--- src/rtl/rename_regfile_if.sv ---
// rename_regfile_if: bundles the decoder, operand, ROB-search, commit and flush signals of the
// rename register file.
//   slave  modport : register-file side (consumes decode/commit/search results, drives operands)
//   master modport : environment side (decoder + ROB)
// Parameter ROB_WIDTH : ROB tag width.
interface rename_regfile_if #(
    parameter int unsigned ROB_WIDTH = 4
) ();
    logic                 dec_ready;
    logic [4:0]           dec_rd;
    logic [ROB_WIDTH-1:0] dec_rob_id;
    logic [4:0]           rs1_id;
    logic [4:0]           rs2_id;
    logic [31:0]          op1_val;
    logic [31:0]          op2_val;
    logic                 op1_ready;
    logic                 op2_ready;
    logic [ROB_WIDTH-1:0] op1_dep;
    logic [ROB_WIDTH-1:0] op2_dep;
    logic [ROB_WIDTH-1:0] search_rob_id_1;
    logic [ROB_WIDTH-1:0] search_rob_id_2;
    logic                 search_ready_1;
    logic                 search_ready_2;
    logic [31:0]          search_val_1;
    logic [31:0]          search_val_2;
    logic                 commit_ready;
    logic [ROB_WIDTH-1:0] commit_rob_id;
    logic [4:0]           commit_reg_id;
    logic [31:0]          commit_val;
    logic                 clear;

    modport slave (
        input  dec_ready, dec_rd, dec_rob_id, rs1_id, rs2_id,
        input  search_ready_1, search_ready_2, search_val_1, search_val_2,
        input  commit_ready, commit_rob_id, commit_reg_id, commit_val, clear,
        output op1_val, op2_val, op1_ready, op2_ready, op1_dep, op2_dep,
        output search_rob_id_1, search_rob_id_2
    );

    modport master (
        output dec_ready, dec_rd, dec_rob_id, rs1_id, rs2_id,
        output search_ready_1, search_ready_2, search_val_1, search_val_2,
        output commit_ready, commit_rob_id, commit_reg_id, commit_val, clear,
        input  op1_val, op2_val, op1_ready, op2_ready, op1_dep, op2_dep,
        input  search_rob_id_1, search_rob_id_2
    );
endinterface

--- src/rtl/rename_regfile.sv ---
// rename_regfile: architectural register file plus register-status (rename) table.
// Tracks which ROB entry produces each register and resolves two source operands to either a
// value or a ROB tag, using the ROB search ports and a same-cycle commit bypass.
// Ports:
//   clk_in    : clock
//   rst_n_in  : asynchronous active-low reset
//   rdy_in    : global ready, state frozen when low
//   bus       : rename_regfile_if.slave (decode, operands, search, commit, clear)
// Optional feature (macro RF_DEBUG_PORT_EN): dbg_reg_id_i in, dbg_reg_val_o / dbg_busy_o /
// dbg_tag_o out, a combinational view of one register's value, busy bit and tag.
module rename_regfile #(
    parameter int unsigned ROB_WIDTH = 4
) (
    input  logic                 clk_in,
    input  logic                 rst_n_in,
    input  logic                 rdy_in,
    rename_regfile_if.slave      bus
`ifdef RF_DEBUG_PORT_EN
    ,
    input  logic [4:0]           dbg_reg_id_i,
    output logic [31:0]          dbg_reg_val_o,
    output logic                 dbg_busy_o,
    output logic [ROB_WIDTH-1:0] dbg_tag_o
`endif
);

    typedef struct packed {
        logic [31:0]          val;
        logic                 ready;
        logic [ROB_WIDTH-1:0] dep;
    } op_t;

    logic [31:0]          regs_q [32];
    logic [31:0]          regs_d [32];
    logic [31:0]          busy_q;
    logic [31:0]          busy_d;
    logic [ROB_WIDTH-1:0] tag_q  [32];
    logic [ROB_WIDTH-1:0] tag_d  [32];

    op_t op1;
    op_t op2;

    // Priority: x0, idle register, commit bypass (ROB entry already retired so search would
    // miss it), ROB search hit, otherwise wait on the tag.
    function automatic op_t lookup(input logic [4:0] rs, input logic sready,
                                   input logic [31:0] sval);
        op_t r;
        r = '{val: 32'd0, ready: 1'b1, dep: '0};
        if (rs == 5'd0) begin
            r.val = 32'd0;
        end else if (!busy_q[rs]) begin
            r.val = regs_q[rs];
        end else if (bus.commit_ready && (bus.commit_rob_id == tag_q[rs])) begin
            r.val = bus.commit_val;
        end else if (sready) begin
            r.val = sval;
        end else begin
            r.ready = 1'b0;
            r.dep   = tag_q[rs];
        end
        return r;
    endfunction

    always_comb begin
        op1 = lookup(bus.rs1_id, bus.search_ready_1, bus.search_val_1);
        op2 = lookup(bus.rs2_id, bus.search_ready_2, bus.search_val_2);
    end

    assign bus.op1_val         = op1.val;
    assign bus.op1_ready       = op1.ready;
    assign bus.op1_dep         = op1.dep;
    assign bus.op2_val         = op2.val;
    assign bus.op2_ready       = op2.ready;
    assign bus.op2_dep         = op2.dep;
    assign bus.search_rob_id_1 = tag_q[bus.rs1_id];
    assign bus.search_rob_id_2 = tag_q[bus.rs2_id];

    // Later assignments win: a same-cycle rename overrides the commit's busy clear, and a flush
    // overrides the rename (which is also gated off by clear).
    always_comb begin
        regs_d = regs_q;
        busy_d = busy_q;
        tag_d  = tag_q;
        if (rdy_in) begin
            if (bus.commit_ready && (bus.commit_reg_id != 5'd0)) begin
                regs_d[bus.commit_reg_id] = bus.commit_val;
                if (tag_q[bus.commit_reg_id] == bus.commit_rob_id) begin
                    busy_d[bus.commit_reg_id] = 1'b0;
                end
            end
            if (bus.dec_ready && (bus.dec_rd != 5'd0) && !bus.clear) begin
                busy_d[bus.dec_rd] = 1'b1;
                tag_d[bus.dec_rd]  = bus.dec_rob_id;
            end
            if (bus.clear) begin
                busy_d = '0;
                for (int i = 0; i < 32; i++) begin
                    tag_d[i] = '0;
                end
            end
        end
    end

    always_ff @(posedge clk_in or negedge rst_n_in) begin
        if (!rst_n_in) begin
            busy_q <= '0;
            for (int i = 0; i < 32; i++) begin
                regs_q[i] <= 32'd0;
                tag_q[i]  <= '0;
            end
        end else begin
            busy_q <= busy_d;
            for (int i = 0; i < 32; i++) begin
                regs_q[i] <= regs_d[i];
                tag_q[i]  <= tag_d[i];
            end
        end
    end

`ifdef RF_DEBUG_PORT_EN
    always_comb begin
        dbg_reg_val_o = 32'd0;
        dbg_busy_o    = 1'b0;
        dbg_tag_o     = '0;
        if (dbg_reg_id_i != 5'd0) begin
            dbg_reg_val_o = regs_q[dbg_reg_id_i];
            dbg_busy_o    = busy_q[dbg_reg_id_i];
            dbg_tag_o     = tag_q[dbg_reg_id_i];
        end
    end
`endif

endmodule

--- src/flat_wrapper.sv ---
// flat-port wrapper written by rule: the top's interface ports become plain ports
module rename_regfile_flat 
#(
    parameter int unsigned ROB_WIDTH = 4
)
  (clk_in, rst_n_in, rdy_in, bus_dec_ready, bus_dec_rd, bus_dec_rob_id, bus_rs1_id, bus_rs2_id, bus_search_ready_1, bus_search_ready_2, bus_search_val_1, bus_search_val_2, bus_commit_ready, bus_commit_rob_id, bus_commit_reg_id, bus_commit_val, bus_clear, bus_op1_val, bus_op2_val, bus_op1_ready, bus_op2_ready, bus_op1_dep, bus_op2_dep, bus_search_rob_id_1, bus_search_rob_id_2);
  rename_regfile_if #(.ROB_WIDTH(ROB_WIDTH)) bus_i ();
  input  logic clk_in;
  input  logic rst_n_in;
  input  logic rdy_in;
  input wire logic [$bits(bus_i.dec_ready)-1:0] bus_dec_ready;
  input wire logic [$bits(bus_i.dec_rd)-1:0] bus_dec_rd;
  input wire logic [$bits(bus_i.dec_rob_id)-1:0] bus_dec_rob_id;
  input wire logic [$bits(bus_i.rs1_id)-1:0] bus_rs1_id;
  input wire logic [$bits(bus_i.rs2_id)-1:0] bus_rs2_id;
  input wire logic [$bits(bus_i.search_ready_1)-1:0] bus_search_ready_1;
  input wire logic [$bits(bus_i.search_ready_2)-1:0] bus_search_ready_2;
  input wire logic [$bits(bus_i.search_val_1)-1:0] bus_search_val_1;
  input wire logic [$bits(bus_i.search_val_2)-1:0] bus_search_val_2;
  input wire logic [$bits(bus_i.commit_ready)-1:0] bus_commit_ready;
  input wire logic [$bits(bus_i.commit_rob_id)-1:0] bus_commit_rob_id;
  input wire logic [$bits(bus_i.commit_reg_id)-1:0] bus_commit_reg_id;
  input wire logic [$bits(bus_i.commit_val)-1:0] bus_commit_val;
  input wire logic [$bits(bus_i.clear)-1:0] bus_clear;
  output wire logic [$bits(bus_i.op1_val)-1:0] bus_op1_val;
  output wire logic [$bits(bus_i.op2_val)-1:0] bus_op2_val;
  output wire logic [$bits(bus_i.op1_ready)-1:0] bus_op1_ready;
  output wire logic [$bits(bus_i.op2_ready)-1:0] bus_op2_ready;
  output wire logic [$bits(bus_i.op1_dep)-1:0] bus_op1_dep;
  output wire logic [$bits(bus_i.op2_dep)-1:0] bus_op2_dep;
  output wire logic [$bits(bus_i.search_rob_id_1)-1:0] bus_search_rob_id_1;
  output wire logic [$bits(bus_i.search_rob_id_2)-1:0] bus_search_rob_id_2;
  assign bus_i.dec_ready = bus_dec_ready;
  assign bus_i.dec_rd = bus_dec_rd;
  assign bus_i.dec_rob_id = bus_dec_rob_id;
  assign bus_i.rs1_id = bus_rs1_id;
  assign bus_i.rs2_id = bus_rs2_id;
  assign bus_i.search_ready_1 = bus_search_ready_1;
  assign bus_i.search_ready_2 = bus_search_ready_2;
  assign bus_i.search_val_1 = bus_search_val_1;
  assign bus_i.search_val_2 = bus_search_val_2;
  assign bus_i.commit_ready = bus_commit_ready;
  assign bus_i.commit_rob_id = bus_commit_rob_id;
  assign bus_i.commit_reg_id = bus_commit_reg_id;
  assign bus_i.commit_val = bus_commit_val;
  assign bus_i.clear = bus_clear;
  assign bus_op1_val = bus_i.op1_val;
  assign bus_op2_val = bus_i.op2_val;
  assign bus_op1_ready = bus_i.op1_ready;
  assign bus_op2_ready = bus_i.op2_ready;
  assign bus_op1_dep = bus_i.op1_dep;
  assign bus_op2_dep = bus_i.op2_dep;
  assign bus_search_rob_id_1 = bus_i.search_rob_id_1;
  assign bus_search_rob_id_2 = bus_i.search_rob_id_2;
  rename_regfile #(.ROB_WIDTH(ROB_WIDTH)) u_core (.clk_in(clk_in), .rst_n_in(rst_n_in), .rdy_in(rdy_in), .bus(bus_i));
endmodule
--- config.mk ---
export PLATFORM = sky130hd
export DESIGN_NAME = rename_regfile_flat
export DESIGN_NICKNAME = d
export VERILOG_FILES = /design/src/rtl/rename_regfile_if.sv /design/src/rtl/rename_regfile.sv /design/src/flat_wrapper.sv
export SDC_FILE = /design/constraint.sdc
export NUM_CORES = 2
export LEC_CHECK = 0
export CAP_MARGIN = 20
export CELL_PAD_IN_SITES_DETAIL_PLACEMENT = 1
export CELL_PAD_IN_SITES_GLOBAL_PLACEMENT = 1
export CORE_MARGIN = 2
export CORE_UTILIZATION = 40
export DETAILED_ROUTE_END_ITERATION = 7
export PLACE_DENSITY = 0.76
export SYNTH_ARGS = -nofsm -noshare
export SYNTH_HDL_FRONTEND = slang
export SYNTH_SLANG_ARGS = --single-unit
--- constraint.sdc ---
create_clock -name clk_in -period 8.3 [get_ports clk_in]
set_input_delay 1.245 -clock clk_in [delete_from_list [all_inputs] [get_ports clk_in]]
set_output_delay 1.245 -clock clk_in [all_outputs]
set_load 0.005 [all_outputs]
* Word level (Yosys, flattened, before mapping)
Index checks and enable logic that the tools add are counted.
** Cells by class
- Mux-type cells :: 52
- Bitwise logic cells :: 7
- Reductions and logical operators :: 17
- Magnitude comparators :: 12
- Equal/unequal tests :: 3
** Operators with widths (count)
- 1024-bit bitwise mux :: 1
- 32-bit two-way mux :: 18
- 32-bit binary-select mux with 5-bit select :: 2
- 128-bit two-way mux :: 2
- 32-bit demux with 5-bit select :: 1
- 128-bit bitwise mux :: 1
- 4-bit binary-select mux with 5-bit select :: 3
- 5-bit two-way mux :: 8
- 32-bit AND :: 1
- 32-bit inverter :: 1
- 32-bit bitwise OR :: 1
- 4-bit two-way mux :: 7
- 6-bit greater-or-equal comparator (second input constant) :: 4
- 5-bit by 6-bit less-than comparator with 1-bit output (second input constant) :: 4
- 5-bit inverter with 6-bit output :: 4
- 4-bit demux with 5-bit select :: 1
- 4-bit equality test :: 3
- 6-bit by 1-bit less-than comparator with 1-bit output (second input constant) :: 2
- 1-bit binary-select mux with 5-bit select :: 2
- 1-bit demux with 5-bit select :: 2
- 5-bit by 1-bit greater-or-equal comparator with 1-bit output (second input constant) :: 2
- 5-bit zero test :: 2
- 5-bit nonzero test :: 2
- 1-bit logical AND :: 9
- 4 further kinds :: 8
** Word-level totals
- Register bits :: 1184
- Output and inout port bits :: 82

* Logic depth before layout (Yosys ltp)
- Word-level depth :: 12
- Depth in mapped cells :: 14
- Mapped depth without buffers :: 7

* Worst setup path before layout
Ideal clock, no wire load.
- Kind :: input -> output
- Start :: input bus_rs1_id[0]
- End :: output bus_op1_val[1]
- Cell stages on the path :: 10
- Required time :: 7055 ps
- Slack :: 3554 ps
- Data arrival time :: 3501 ps
- Cells stage by stage :: buf_6 -> buf_12 -> buf_6 -> buf_8 -> buf_2 -> mux4_2 -> mux4_2 -> a211o_1 -> nand2_1 -> a31oi_1
** Between the ends
- Longest elaborated chain between the ends :: 9
- Elaborated cells on any way between the ends :: 15
** Ends and longest elaborated chain
- start, declared :: line flat_wrapper.sv:14 : input wire logic [$bits(bus_i.rs1_id)-1:0] bus_rs1_id;
- 5-bit inverter with 6-bit output (not written as such) :: line rename_regfile.sv:52, rename_regfile.sv:53
- 4-bit binary-select mux with 5-bit select :: line rename_regfile.sv:53 : end else if (bus.commit_ready && (bus.commit_rob_id == tag_q[rs])) begin
- 4-bit two-way mux (not written as such) (2 in a row) :: line rename_regfile.sv:53
- 4-bit equality test :: line rename_regfile.sv:53
- 1-bit logical AND :: line rename_regfile.sv:53
- 32-bit two-way mux :: line rename_regfile.sv:53
- 32-bit two-way mux :: line rename_regfile.sv:51 : end else if (!busy_q[rs]) begin
- 32-bit two-way mux (*) :: line rename_regfile.sv:49 : if (rs == 5'd0) begin
- end, declared :: line flat_wrapper.sv:25 : output wire logic [$bits(bus_i.op1_val)-1:0] bus_op1_val;
Every way passes the cells marked *; elsewhere a longest branch is shown, timed or not. The select of a mux whose other input is x is not followed.

* Worst setup path after layout
- Start :: input bus_rs2_id[1]
- End :: output bus_op2_val[30]
** Between the ends
- Longest elaborated chain between the ends :: 9
- Elaborated cells on any way between the ends :: 15
** Ends and longest elaborated chain
- start, declared :: line flat_wrapper.sv:15 : input wire logic [$bits(bus_i.rs2_id)-1:0] bus_rs2_id;
- 5-bit inverter with 6-bit output (not written as such) :: line rename_regfile.sv:52, rename_regfile.sv:53
- 4-bit binary-select mux with 5-bit select :: line rename_regfile.sv:53
- 4-bit two-way mux (not written as such) (2 in a row) :: line rename_regfile.sv:53
- 4-bit equality test :: line rename_regfile.sv:53
- 1-bit logical AND :: line rename_regfile.sv:53
- 32-bit two-way mux :: line rename_regfile.sv:53
- 32-bit two-way mux :: line rename_regfile.sv:51
- 32-bit two-way mux (*) :: line rename_regfile.sv:49
- end, declared :: line flat_wrapper.sv:26 : output wire logic [$bits(bus_i.op2_val)-1:0] bus_op2_val;
Marked as above.

==> run metrics <==
outcome=finished, final reports clean; Synth top area share=0.448; Total Power=roughly 0.015 W; crit path launch=bus_rs2_id[1]; Inserted Diodes=0; final hold viol count=0; CTS Sinks=about 1,200; largest stage delay on the critical path=around 1.1 ns; Row Count=approximately 150; FF-to-FF Start=u_core.tag_q[113]; fin cells=approximately 7,100; initial antenna violation count=8; share of cells above drive strength 1=0.397; sequential share of the synthesized area=0.448; Initial Util=0.402; Longest Clk Path Bufs=3; critical path class=in2out; later-pin clock latency in the skew report=0.80 ns; clk_skew=around 0.016 ns; CTS clk-pin slew, worst paths=0.06 ns; Synth Warn #=0; DP Wirelength=approximately 140,000 µm; DRT Pass-1 Iters=6; worst path cell trace=buf_8 -> nor3b_2 -> buf_4 -> a221oi_1 -> and3_1 -> o21ai_0 -> and4_2 -> nand2_1 -> a211oi_1 -> clkdlybuf4s50_1; Top Ports=214; Post-CTS Setup Inserts=0; Async SR Flop Fraction=1.00; Setup violations, final=0; final wirelength=245,000 µm; largest net degree at the start of global routing=about 180; PostCTS Resize Cnt=0; slowest CP cell=and4_2; GRT Util Overall=0.288; worst-path fanout max=86; Slew Viols, Final=0; Iter 0 DRT Violations=5,139; Most used DFF post-synth=dfrtp_1; CP Launch Type=input pin; Die Y=between 400 and 500 µm; CP arrival=6.32 ns; # port buffers=213; CP endpoint kind=output port; Lkg Pwr=between 30 and 40 nW; setup tns final=0 ns; Max Cap Viol=0; Synth area leaders=dfrtp_1 45%, mux4_2 18%, mux2_2 17%; Post-Syn Instances=just under 5,000; Placed Cells=about 6,900; H-tree Lvls=3; Horiz. Die Dim=about 400 µm; worst-margin pin slew=between 1 and 1.5 ns; Placer Congestion=~0.95; most common cell in the netlist=dfrtp_1; worst hold-check path type=reg2reg; total grt overflow=0; Worst slew margin=0.236; Num CTS Buffers=between 100 and 150; clock root buffer master=clkbuf_16; worst hold start=u_core.regs_q[1023]; syn_nets=approximately 5,000; Die Area=around 0.17 mm²; VDD IR max=192 µV; first-pass GRT wire length=between 300,000 and 400,000 µm; synth cell count leaders=1,184 x dfrtp_1, 1,011 x mux2_2, 520 x mux4_2; routed length per instance=roughly 34 µm; Tmin final=7.57 ns; post-synthesis cell type with the largest combined area=dfrtp_1; #FFs+latches synth=between 1,000 and 1,500; cell area after synthesis=0.0662 mm²; Syn Area/Cell=~14 µm²; vias in the first global route=between 50,000 and 60,000; post-route ant nets=0; fin nets=a little under 5,000; RSZ-0062 raised after global routing=false; vias per cell=6.70; fill count=around 16,000; cts hold-fix bufs=0; post-synth cell types=62; Post-synth EDFFs=0; Via Count=~48,000; core footprint=between 0.15 and 0.2 mm²; f_max=around 130 MHz; drt drc=0; area added between synthesis and finish=12.5%; CP required=about 7 ns; PD cells=between 200 and 250 mW/mm²; Tcrit/Tclk final=0.912; TritonCTS clock tree=built
==> cell type report <==
class                      instances  area, µm²  share of cell area
clock buffer                     169       3460              0.0465
clock inverter                    56        646             0.00867
inverter                          12       45.0            0.000605
multi-input combinational       3145      34200               0.460
sequential                      1184      29600               0.398
tap                             2189       2740              0.0368
timing repair buffer             360       3670              0.0493
==> kinds of logic after synthesis <==
logic type / count (synthesis) / synth area share
xor+xnor: 3 / 0.000397
compound gates: 769 / 0.0756
buf+inv: 560 / 0.0393
mux: 1871 / 0.402
simple gates: 502 / 0.0348
flops: 1184 / 0.448
==> stage by stage <==
stage	util	hold slack, ns	instance area (µm²)	setup slack, ns
6_report	0.452	0.402	74400	0.734
5_1_grt	0.452	0.415	74400	0.750
4_1_cts	0.451	0.403	74200	1.00
3_5_place_dp	0.426	0.388	70100	1.01
3_3_place_gp	0.424	0.378	69900	1.06
2_1_floorplan	-	0.441	66200	3.55
==> power by group <==
part	internal, W	total [W]	switching [W]	leakage, nW
combinational	0.00144	0.00277	0.00133	14.1
sequential	0.00643	0.00695	0.000527	15.9
clock	0.00323	0.00576	0.00254	2.03
==> worst paths after layout <==
kind / slack (ns) / depth (start not counted) / end
min in group asynchronous: 0.46 / 1 / u_core.regs_q[895]
max in group asynchronous: 5.81 / 3 / u_core.regs_q[225]
worst min-delay path: 0.40 / 0 / u_core.regs_q[1023]
worst max-delay path: 0.73 / 10 / bus_op2_val[30]
worst min register to register: 0.40 / 0 / u_core.regs_q[1023]
worst max register to register: 5.12 / 8 / u_core.busy_q[4]
==> registers in the layout, summed over array words and instances, names as in the netlist <==
| register | flops |
|---|---|
| u_core.regs_q | 1024 |
| u_core.tag_q | 128 |
| u_core.busy_q | 32 |
==> critical path, delay by kind of cell <==
family	cells	cell delay [ns]
compound gates	3	1.11
buf+inv	3	1.65
simple gates	4	2.17
==> metal layers <==
layer / global-route usage / part of all wire
met5: 0 / 0.00034
met4: 0.159 / 0.061
met3: 0.0717 / 0.092
met2: 0.443 / 0.46
met1: 0.372 / 0.39
==> placed cells by master, fill, tap and decap left out, types with 21 or more instances in the layout <==
cell type,n
clkdlybuf4s50_1,199
clkbuf_8,25
a221oi_1,59
o22ai_1,21
mux4_2,520
o31ai_1,44
nand2_1,271
a21oi_1,127
mux2i_1,332
clkbuf_16,126
clkbuf_1,23
a22oi_1,78
nand3_1,52
nor2_4,24
o211ai_1,113
mux2_2,1011
buf_4,121
a31oi_1,63
o21ai_0,210
dfrtp_1,1184
clkinv_2,30
nor3_1,26
Power figures use the tool's default switching activity.
